### src/rtl/mem_port_arbiter_if.sv
// mem_port_arbiter_if
// Shared memory/AXI-bridge port between the npc arbiter and the memory side.
// Signal names keep the arbiter's point of view: *_o leave the arbiter,
// *_i enter it.
//   mem_req_o    request valid, held until mem_ready_i
//   mem_we_o     1 = write, 0 = read
//   mem_addr_o   64-bit address
//   mem_wdata_o  64-bit write data (0 for reads)
//   mem_wmask_o  byte mask, bit i = byte i (0 for reads)
//   mem_ready_i  port accepts the request this cycle
//   mem_resp_i   response valid (read data or write ack)
//   mem_rdata_i  response read data
// Modports: master = arbiter side, slave = memory side.
interface mem_port_arbiter_if;
    logic        mem_req_o;
    logic        mem_we_o;
    logic [63:0] mem_addr_o;
    logic [63:0] mem_wdata_o;
    logic [7:0]  mem_wmask_o;
    logic        mem_ready_i;
    logic        mem_resp_i;
    logic [63:0] mem_rdata_i;

    modport master (
        output mem_req_o, mem_we_o, mem_addr_o, mem_wdata_o, mem_wmask_o,
        input  mem_ready_i, mem_resp_i, mem_rdata_i
    );

    modport slave (
        input  mem_req_o, mem_we_o, mem_addr_o, mem_wdata_o, mem_wmask_o,
        output mem_ready_i, mem_resp_i, mem_rdata_i
    );
endinterface

### src/rtl/mem_port_arbiter.sv
// mem_port_arbiter
// Shares one memory port between instruction fetch (IF, read only) and
// load/store (LS, read/write). Requests are sampled in IDLE only; the winner's
// fields are latched and walked through REQ (request until accepted), WAIT
// (until response) and DONE (one-cycle done pulse to the owner). A timeout on
// REQ+WAIT aborts the transaction with err_o and a zero result.
// Ports:
//   clk, rst              clock, asynchronous active-high reset
//   if_req_i/if_addr_i    IF read request and address
//   if_rdata_o/if_done_o  IF result and completion pulse
//   if_busy_o             IF transaction in REQ/WAIT
//   ls_ren_i/ls_wen_i     LS read / write request
//   ls_addr_i/ls_wdata_i/ls_wmask_i  LS address, write data, byte mask
//   ls_rdata_o/ls_done_o  LS result and completion pulse
//   ls_busy_o             LS transaction in REQ/WAIT
//   mem                   memory port (master modport)
//   err_o                 timeout abort, pulses with the DONE cycle
module mem_port_arbiter #(
    parameter int unsigned TIMEOUT = 255
) (
    input  logic        clk,
    input  logic        rst,
    input  logic        if_req_i,
    input  logic [63:0] if_addr_i,
    output logic [63:0] if_rdata_o,
    output logic        if_done_o,
    output logic        if_busy_o,
    input  logic        ls_ren_i,
    input  logic        ls_wen_i,
    input  logic [63:0] ls_addr_i,
    input  logic [63:0] ls_wdata_i,
    input  logic [7:0]  ls_wmask_i,
    output logic [63:0] ls_rdata_o,
    output logic        ls_done_o,
    output logic        ls_busy_o,
    mem_port_arbiter_if.master mem,
    output logic        err_o
);

    typedef enum logic [1:0] {S_IDLE, S_REQ, S_WAIT, S_DONE} state_t;

    localparam logic        OWN_IF  = 1'b0;
    localparam logic        OWN_LS  = 1'b1;
    localparam logic [15:0] TO_LAST = 16'(TIMEOUT - 1);

    state_t      state_q, state_d;
    logic        owner_q, last_grant_q;
    logic        we_q, fwd_q, err_q;
    logic [63:0] addr_q, wdata_q;
    logic [7:0]  wmask_q;
    logic [15:0] cnt_q;
    logic [63:0] if_rdata_q, ls_rdata_q;

    logic        if_act, ls_act, grant_ls;
    logic        in_flight, timeout_hit, resp_take, to_abort;
    logic [63:0] result_d;

    assign if_act    = if_req_i;
    assign ls_act    = ls_ren_i | ls_wen_i;
    // On a tie the requester that did not win last time gets the port.
    assign grant_ls  = ls_act & (~if_act | (last_grant_q == OWN_IF));

    assign in_flight   = (state_q == S_REQ) || (state_q == S_WAIT);
    assign timeout_hit = in_flight && (cnt_q == TO_LAST);
    // Responses only count in WAIT, so one can never land with mem_ready_i.
    assign resp_take   = (state_q == S_WAIT) && mem.mem_resp_i;
    // A response arriving on the timeout cycle completes normally.
    assign to_abort    = timeout_hit && !resp_take;

    always_comb begin
        state_d = state_q;
        case (state_q)
            S_IDLE: if (if_act || ls_act) state_d = S_REQ;
            S_REQ: begin
                if (to_abort)              state_d = S_DONE;
                else if (mem.mem_ready_i)  state_d = S_WAIT;
            end
            S_WAIT: if (resp_take || to_abort) state_d = S_DONE;
            S_DONE: state_d = S_IDLE;
            default: state_d = S_IDLE;
        endcase
    end

    // ren&wen is issued as a write whose read result is the written data.
    always_comb begin
        result_d = 64'd0;
        if (resp_take) begin
            if (fwd_q)      result_d = wdata_q;
            else if (!we_q) result_d = mem.mem_rdata_i;
        end
    end

    always_ff @(posedge clk or posedge rst) begin
        if (rst) begin
            state_q      <= S_IDLE;
            owner_q      <= OWN_IF;
            last_grant_q <= OWN_IF;
            we_q         <= 1'b0;
            fwd_q        <= 1'b0;
            err_q        <= 1'b0;
            addr_q       <= 64'd0;
            wdata_q      <= 64'd0;
            wmask_q      <= 8'd0;
            cnt_q        <= 16'd0;
            if_rdata_q   <= 64'd0;
            ls_rdata_q   <= 64'd0;
        end else begin
            state_q <= state_d;

            if (state_q == S_IDLE && (if_act || ls_act)) begin
                owner_q      <= grant_ls;
                last_grant_q <= grant_ls;
                cnt_q        <= 16'd0;
                if (grant_ls) begin
                    we_q    <= ls_wen_i;
                    fwd_q   <= ls_ren_i & ls_wen_i;
                    addr_q  <= ls_addr_i;
                    wdata_q <= ls_wen_i ? ls_wdata_i : 64'd0;
                    wmask_q <= ls_wen_i ? ls_wmask_i : 8'd0;
                end else begin
                    we_q    <= 1'b0;
                    fwd_q   <= 1'b0;
                    addr_q  <= if_addr_i;
                    wdata_q <= 64'd0;
                    wmask_q <= 8'd0;
                end
            end else if (in_flight) begin
                cnt_q <= cnt_q + 16'd1;
            end

            // Result and error are captured on entry to DONE; each rdata
            // register then holds until its owner's next completion.
            if (state_d == S_DONE && state_q != S_DONE) begin
                err_q <= to_abort;
                if (owner_q == OWN_LS) ls_rdata_q <= result_d;
                else                   if_rdata_q <= result_d;
            end
        end
    end

    assign mem.mem_req_o   = (state_q == S_REQ);
    assign mem.mem_we_o    = we_q;
    assign mem.mem_addr_o  = addr_q;
    assign mem.mem_wdata_o = wdata_q;
    assign mem.mem_wmask_o = wmask_q;

    assign if_done_o  = (state_q == S_DONE) && (owner_q == OWN_IF);
    assign ls_done_o  = (state_q == S_DONE) && (owner_q == OWN_LS);
    assign err_o      = (state_q == S_DONE) && err_q;
    assign if_busy_o  = in_flight && (owner_q == OWN_IF);
    assign ls_busy_o  = in_flight && (owner_q == OWN_LS);
    assign if_rdata_o = if_rdata_q;
    assign ls_rdata_o = ls_rdata_q;

endmodule

### src/flat_wrapper.sv
// flat-port wrapper written by rule: the top's interface ports become plain ports
module mem_port_arbiter_flat 
#(
    parameter int unsigned TIMEOUT = 255
)
  (clk, rst, if_req_i, if_addr_i, if_rdata_o, if_done_o, if_busy_o, ls_ren_i, ls_wen_i, ls_addr_i, ls_wdata_i, ls_wmask_i, ls_rdata_o, ls_done_o, ls_busy_o, err_o, mem_mem_req_o, mem_mem_we_o, mem_mem_addr_o, mem_mem_wdata_o, mem_mem_wmask_o, mem_mem_ready_i, mem_mem_resp_i, mem_mem_rdata_i);
  mem_port_arbiter_if mem_i ();
  input  logic clk;
  input  logic rst;
  input  logic if_req_i;
  input  logic [63:0] if_addr_i;
  output logic [63:0] if_rdata_o;
  output logic if_done_o;
  output logic if_busy_o;
  input  logic ls_ren_i;
  input  logic ls_wen_i;
  input  logic [63:0] ls_addr_i;
  input  logic [63:0] ls_wdata_i;
  input  logic [7:0] ls_wmask_i;
  output logic [63:0] ls_rdata_o;
  output logic ls_done_o;
  output logic ls_busy_o;
  output logic err_o;
  output wire logic [$bits(mem_i.mem_req_o)-1:0] mem_mem_req_o;
  output wire logic [$bits(mem_i.mem_we_o)-1:0] mem_mem_we_o;
  output wire logic [$bits(mem_i.mem_addr_o)-1:0] mem_mem_addr_o;
  output wire logic [$bits(mem_i.mem_wdata_o)-1:0] mem_mem_wdata_o;
  output wire logic [$bits(mem_i.mem_wmask_o)-1:0] mem_mem_wmask_o;
  input wire logic [$bits(mem_i.mem_ready_i)-1:0] mem_mem_ready_i;
  input wire logic [$bits(mem_i.mem_resp_i)-1:0] mem_mem_resp_i;
  input wire logic [$bits(mem_i.mem_rdata_i)-1:0] mem_mem_rdata_i;
  assign mem_mem_req_o = mem_i.mem_req_o;
  assign mem_mem_we_o = mem_i.mem_we_o;
  assign mem_mem_addr_o = mem_i.mem_addr_o;
  assign mem_mem_wdata_o = mem_i.mem_wdata_o;
  assign mem_mem_wmask_o = mem_i.mem_wmask_o;
  assign mem_i.mem_ready_i = mem_mem_ready_i;
  assign mem_i.mem_resp_i = mem_mem_resp_i;
  assign mem_i.mem_rdata_i = mem_mem_rdata_i;
  mem_port_arbiter #(.TIMEOUT(TIMEOUT)) u_core (.clk(clk), .rst(rst), .if_req_i(if_req_i), .if_addr_i(if_addr_i), .if_rdata_o(if_rdata_o), .if_done_o(if_done_o), .if_busy_o(if_busy_o), .ls_ren_i(ls_ren_i), .ls_wen_i(ls_wen_i), .ls_addr_i(ls_addr_i), .ls_wdata_i(ls_wdata_i), .ls_wmask_i(ls_wmask_i), .ls_rdata_o(ls_rdata_o), .ls_done_o(ls_done_o), .ls_busy_o(ls_busy_o), .mem(mem_i), .err_o(err_o));
endmodule
### config.mk
export PLATFORM = sky130hd
export DESIGN_NAME = mem_port_arbiter_flat
export DESIGN_NICKNAME = d
export VERILOG_FILES = /design/src/rtl/mem_port_arbiter_if.sv /design/src/rtl/mem_port_arbiter.sv /design/src/flat_wrapper.sv
export SDC_FILE = /design/constraint.sdc
export NUM_CORES = 1
export LEC_CHECK = 0
export ABC_AREA = 1
export CAP_MARGIN = 0
export CORE_AREA = 2 2 212 214
export CTS_CLUSTER_SIZE = 8
export DETAILED_ROUTE_END_ITERATION = 10
export DIE_AREA = 0 0 214 216
export MAX_ROUTING_LAYER = met4
export SLEW_MARGIN = 20
export SYNTH_ARGS = -nofsm -noshare
export SYNTH_HDL_FRONTEND = slang
export SYNTH_SLANG_ARGS = --single-unit
### constraint.sdc
create_clock -name clk -period 12.2 [get_ports clk]
set_input_delay 1.83 -clock clk [delete_from_list [all_inputs] [get_ports clk]]
set_output_delay 1.83 -clock clk [all_outputs]
set_load 0.005 [all_outputs]
==> results.md <==
| Stage | Result | Reported |
|---|---|---|
| status | Run status | finished, final reports clean |
| drt | Length of the first detailed-routing pass in iterations | 5 |
| final layout | FF/Latch Area | 0.00716 mm2 |
| global route | First-pass GRT wire length | 77.5 mm |
| timing | Final-report setup violation count | 0 |
| hold path | Launch instance of the worst min-delay path | u_core.if_rdata_o[43]$_DFFE_PP0P_ |
| final layout | Synthesis-to-finish area growth | 54.3% |
| worst setup path | Biggest cell delay along the critical path | 0.87 ns |
| cts | Inserted Clock Buffers | 42 |
| final layout | Final-layout fill cell count | 4390 |
| worst setup path | Reg2Reg Setup Slack | 8.29 ns |
| worst setup path | Crit path DAT | 5.45 ns |
| worst setup path | Worst-path cell chain | clkdlybuf4s50_1 > nor2_1 > inv_1 > or2_1 > nand2_4 > inv_2 > buf_4 > nand3_4 > o21ai_0 |
| worst setup path | CP max FO | 74 |
| global route | Overall Global Routing Usage | 21.9% |
| final layout | Most common library cell in the layout ignoring fill and taps | sky130_fd_sc_hd__nand2_1 |
| timing | Worst Skew | 0.0178 ns |
| timing | Post-layout min period | 5.04 ns |
| yosys | Count of warnings emitted by yosys | 0 |
| drt | Met1 WL | 20.8 mm |
| timing | Least setup slack across all paths after layout | 7.16 ns |
| place | Setup slack at placement | 6.61 ns |
| timing | Maximum frequency from static timing analysis | 198 MHz |
| yosys | Synth unique cells | 24 |
| floorplanning | Die Outline Area | 0.0462 mm2 |
| drt | Overall routed net length | 49.9 mm |
| place | GPL Wtd Cong | 0.847 |
| yosys | Top flip-flop cell by instance count after synthesis | sky130_fd_sc_hd__dfrtp_1 |
| yosys | EDFF count, synth | 0 |
| timing | Slew at the pin closest to its max-slew limit | 0.996 ns |
| drt | Final antenna-violating net count | 0 |
| worst setup path | Worst Setup End Kind | flop |
| floorplanning | Number of core rows | 77 |
| global route | Initial antenna violation count | 4 |
| floorplanning | Effective utilization at floorplan | 29.5% |
| worst setup path | Capture point of the worst reg-to-reg path | u_core.ls_rdata_o[8]$_DFFE_PP0P_ |
| cts | Number of hold buffers added after cts | 0 |
| timing | Fin. Hold Viols | 0 |
| worst setup path | R2R depth | 14 |
| drt | Vias after detailed routing | 12900 |
| floorplanning | Overall die height | 216 um |
| drt | Drc violations | 0 |
| timing | Relative slew margins | 33.6% |
| place | Detailed-placement wirelength estimate | 34.2 mm |
| timing | Unrepaired setup endpoints after global routing | false |
| drt | Top routing layer in use | met4 |
| timing | Sum of negative setup slack | 0 ns |
| yosys | Share of flip-flops with an asynchronous set or reset | 100% |
| global route | GRT Residual Overflow | 0 |
| timing | Share of the clock period used by the worst path after layout | 41.3% |
| cts | CTS Buffer Depth | 3 |
| yosys | Share of the yosys chip area belonging to registers | 55.4% |
| final layout | Most used cells in the layout excluding fill and tap cells | sky130_fd_sc_hd__nand2_1 (566), sky130_fd_sc_hd__clkdlybuf4s50_1 (541), sky130_fd_sc_hd__dfrtp_1 (284), sky130_fd_sc_hd__a21oi_1 (201), sky130_fd_sc_hd__nand3_1 (139) |
| cts | Clock slew at the register clock pins of the worst setup and hold paths | 0.05 ns |
| worst setup path | Req. time, crit path | 12.61 ns |
| yosys | Register bit count reported by yosys | 286 |
| yosys | Cells after synthesis | 1616 |
| power and ir drop | Power density over the cells | 255 mW/mm2 |
| job | Count of maximum capacitance violations | 0 |
| cts | Number of sinks driven by the clock tree | 286 |
| worst setup path | Crit path launch type | input pin |
| drt | Routed length on met2 | 24.0 mm |
| yosys | Synthesized area per cell | 7.99 um2 |
| drt | Average vias per placed instance | 4.74 |
| yosys | Netlist area before placement | 0.0129 mm2 |
| power and ir drop | VDD IR-drop max | 0.000126 V |
| drt | Wire length per cell | 18.4 um |
| hold path | Kind of path behind the tightest hold check | flop to flop |
| timing | Number of slew-limit violations in the final report | 0 |
| drt | Met3 wire len | 3.48 mm |
| hold path | Hold path cells | 2 |
| cts | Total setup buffers inserted after CTS | 0 |
| floorplanning | Width of the die | 214 um |
| floorplanning | Core outline area | 0.0438 mm2 |
| floorplanning | Number of primary I/O pins | 542 |
| cts | Source-to-sink clock delay at the later pin of the worst-skew pair | 0.55 ns |
| cts | Root buf cell | sky130_fd_sc_hd__clkbuf_16 |
| place | Number of instances in the placed design | 2655 |
| worst setup path | Highest-delay cell along the critical path | sky130_fd_sc_hd__nand3_4 |
| worst setup path | Worst flop-to-flop path startpoint | u_core.state_q[0]$_DFF_PP0_ |
| cts | CTS tree | done |
| final layout | Final layout net count | 2387 |
| final layout | Count of non-filler cells in the finished layout | 2711 |
| power and ir drop | Leakage power of the design | 9.26 nW |
| place | Number of buffer cells added on primary ports | 541 |
| final layout | Finished Core Util | 45.5% |
| worst setup path | Worst setup path category | input pin to flop |
| hold path | End point of the most critical hold path | u_core.if_rdata_o[43]$_DFFE_PP0P_ |
| final layout | Multi-input logic area | 0.00491 mm2 |
| yosys | Net count after synthesis | 1895 |
| global route | Number of global-route vias before repair | 13200 |
| cts | CTS H-tree depth | 2 |
| cts | Post-cts resize count | 0 |
| final layout | Fraction of final layout cells sized beyond drive strength 1 | 3.74% |
| drt | Initial detailed-routing violation count | 944 |
| global route | Pin count of the biggest net entering global routing | 157 |
-- layer usage --
metal	up-vias	track usage, %
met5	-	-
met4	0	8.09
met3	83	5.19
met2	499	35.6
met1	6142	26.6
li1	6134	-
-- state kept, by name (all words and copies together) (netlist names), 2 cells and up --
| name | flops |
|---|---|
| u_core.if_rdata_o | 64 |
| u_core.ls_rdata_o | 64 |
| u_core.mem.mem_addr_o | 64 |
| u_core.mem.mem_wdata_o | 64 |
| u_core.cnt_q | 16 |
| u_core.mem.mem_wmask_o | 8 |
| u_core.state_q | 2 |
-- worst max path at each step --
| stage | startpoint | end | slack [ns] | cells past startpoint |
|---|---|---|---|---|
| 2_1_floorplan | rst | u_core.cnt_q[0]$_DFFE_PP0P_ | 2.48 | 1 |
| 3_3_place_gp | ls_wen_i | u_core.mem.mem_wdata_o[37]$_DFFE_PP0P_ | 6.66 | 9 |
| 3_5_place_dp | ls_wen_i | u_core.mem.mem_wdata_o[37]$_DFFE_PP0P_ | 6.61 | 9 |
| 4_1_cts | ls_wen_i | u_core.mem.mem_wmask_o[6]$_DFFE_PP0P_ | 7.13 | 9 |
| 5_1_grt | ls_wen_i | u_core.mem.mem_wdata_o[19]$_DFFE_PP0P_ | 6.84 | 9 |
| 6_report | ls_wen_i | u_core.mem.mem_wdata_o[19]$_DFFE_PP0P_ | 7.16 | 9 |
-- area by class of cell --
| cell class | count | area share [%] |
|---|---|---|
| antenna | 4 | 0.0502 |
| clock buffer | 46 | 5.40 |
| clock inverter | 5 | 0.345 |
| inverter | 108 | 2.07 |
| multi-input combinational | 1115 | 24.7 |
| sequential | 286 | 35.9 |
| tap | 592 | 3.72 |
| timing repair buffer | 555 | 27.8 |
-- critical path, delay by kind of cell --
family / cells / cell delay, ns
AO/OA/AOI/OAI: 1 / 0.50
buffers and inverters: 4 / 1.42
AND/OR/NAND/NOR: 4 / 1.62
-- cell families after synthesis --
logic type               synth area share [%]
XOR/XNOR                               0.0678
AO/OA/AOI/OAI                            11.4
AND/OR/NAND/NOR                          25.4
flip-flops                               55.4
adder cells (fa/ha/maj)                 0.775
buffers and inverters                    6.98
-- power breakdown --
group	switching [mW]	internal, mW	total (mW)
Sequential	0.301	1.39	1.69
Combinational	1.23	1.11	2.34
Clock	0.416	0.638	1.05
Total	1.95	3.14	5.09
-- synthesized netlist by cell type (2+ instances only) --
cell	number	area share [%]
sky130_fd_sc_hd__nand2_1	569	17
sky130_fd_sc_hd__dfrtp_1	286	55
sky130_fd_sc_hd__a21oi_1	201	7.8
sky130_fd_sc_hd__nand3_1	140	5.4
sky130_fd_sc_hd__inv_1	105	3.1
sky130_fd_sc_hd__nor2_1	91	2.6
sky130_fd_sc_hd__o21ai_0	89	3.4
sky130_fd_sc_hd__clkbuf_1	87	2.5
sky130_fd_sc_hd__buf_6	12	1.0
sky130_fd_sc_hd__ha_1	8	0.77
sky130_fd_sc_hd__buf_1	6	0.17
sky130_fd_sc_hd__nor3_1	4	0.15
sky130_fd_sc_hd__nand4_1	3	0.15
sky130_fd_sc_hd__nor4_1	3	0.15
sky130_fd_sc_hd__clkinv_1	2	0.058
sky130_fd_sc_hd__nand4_2	2	0.19
-- metrics by stage --
stage / hold slack (ns) / instance area [um2] / power, mW
floorplan: 0.464 / 12900 / 2.66
global placement: 0.453 / 18800 / 4.03
detailed placement: 0.458 / 18800 / 4.07
CTS: 0.470 / 19900 / 5.16
global route: 0.487 / 19900 / 5.44
finish: 0.466 / 19900 / 5.09
No activity file was read; power rests on OpenSTA's default activity.
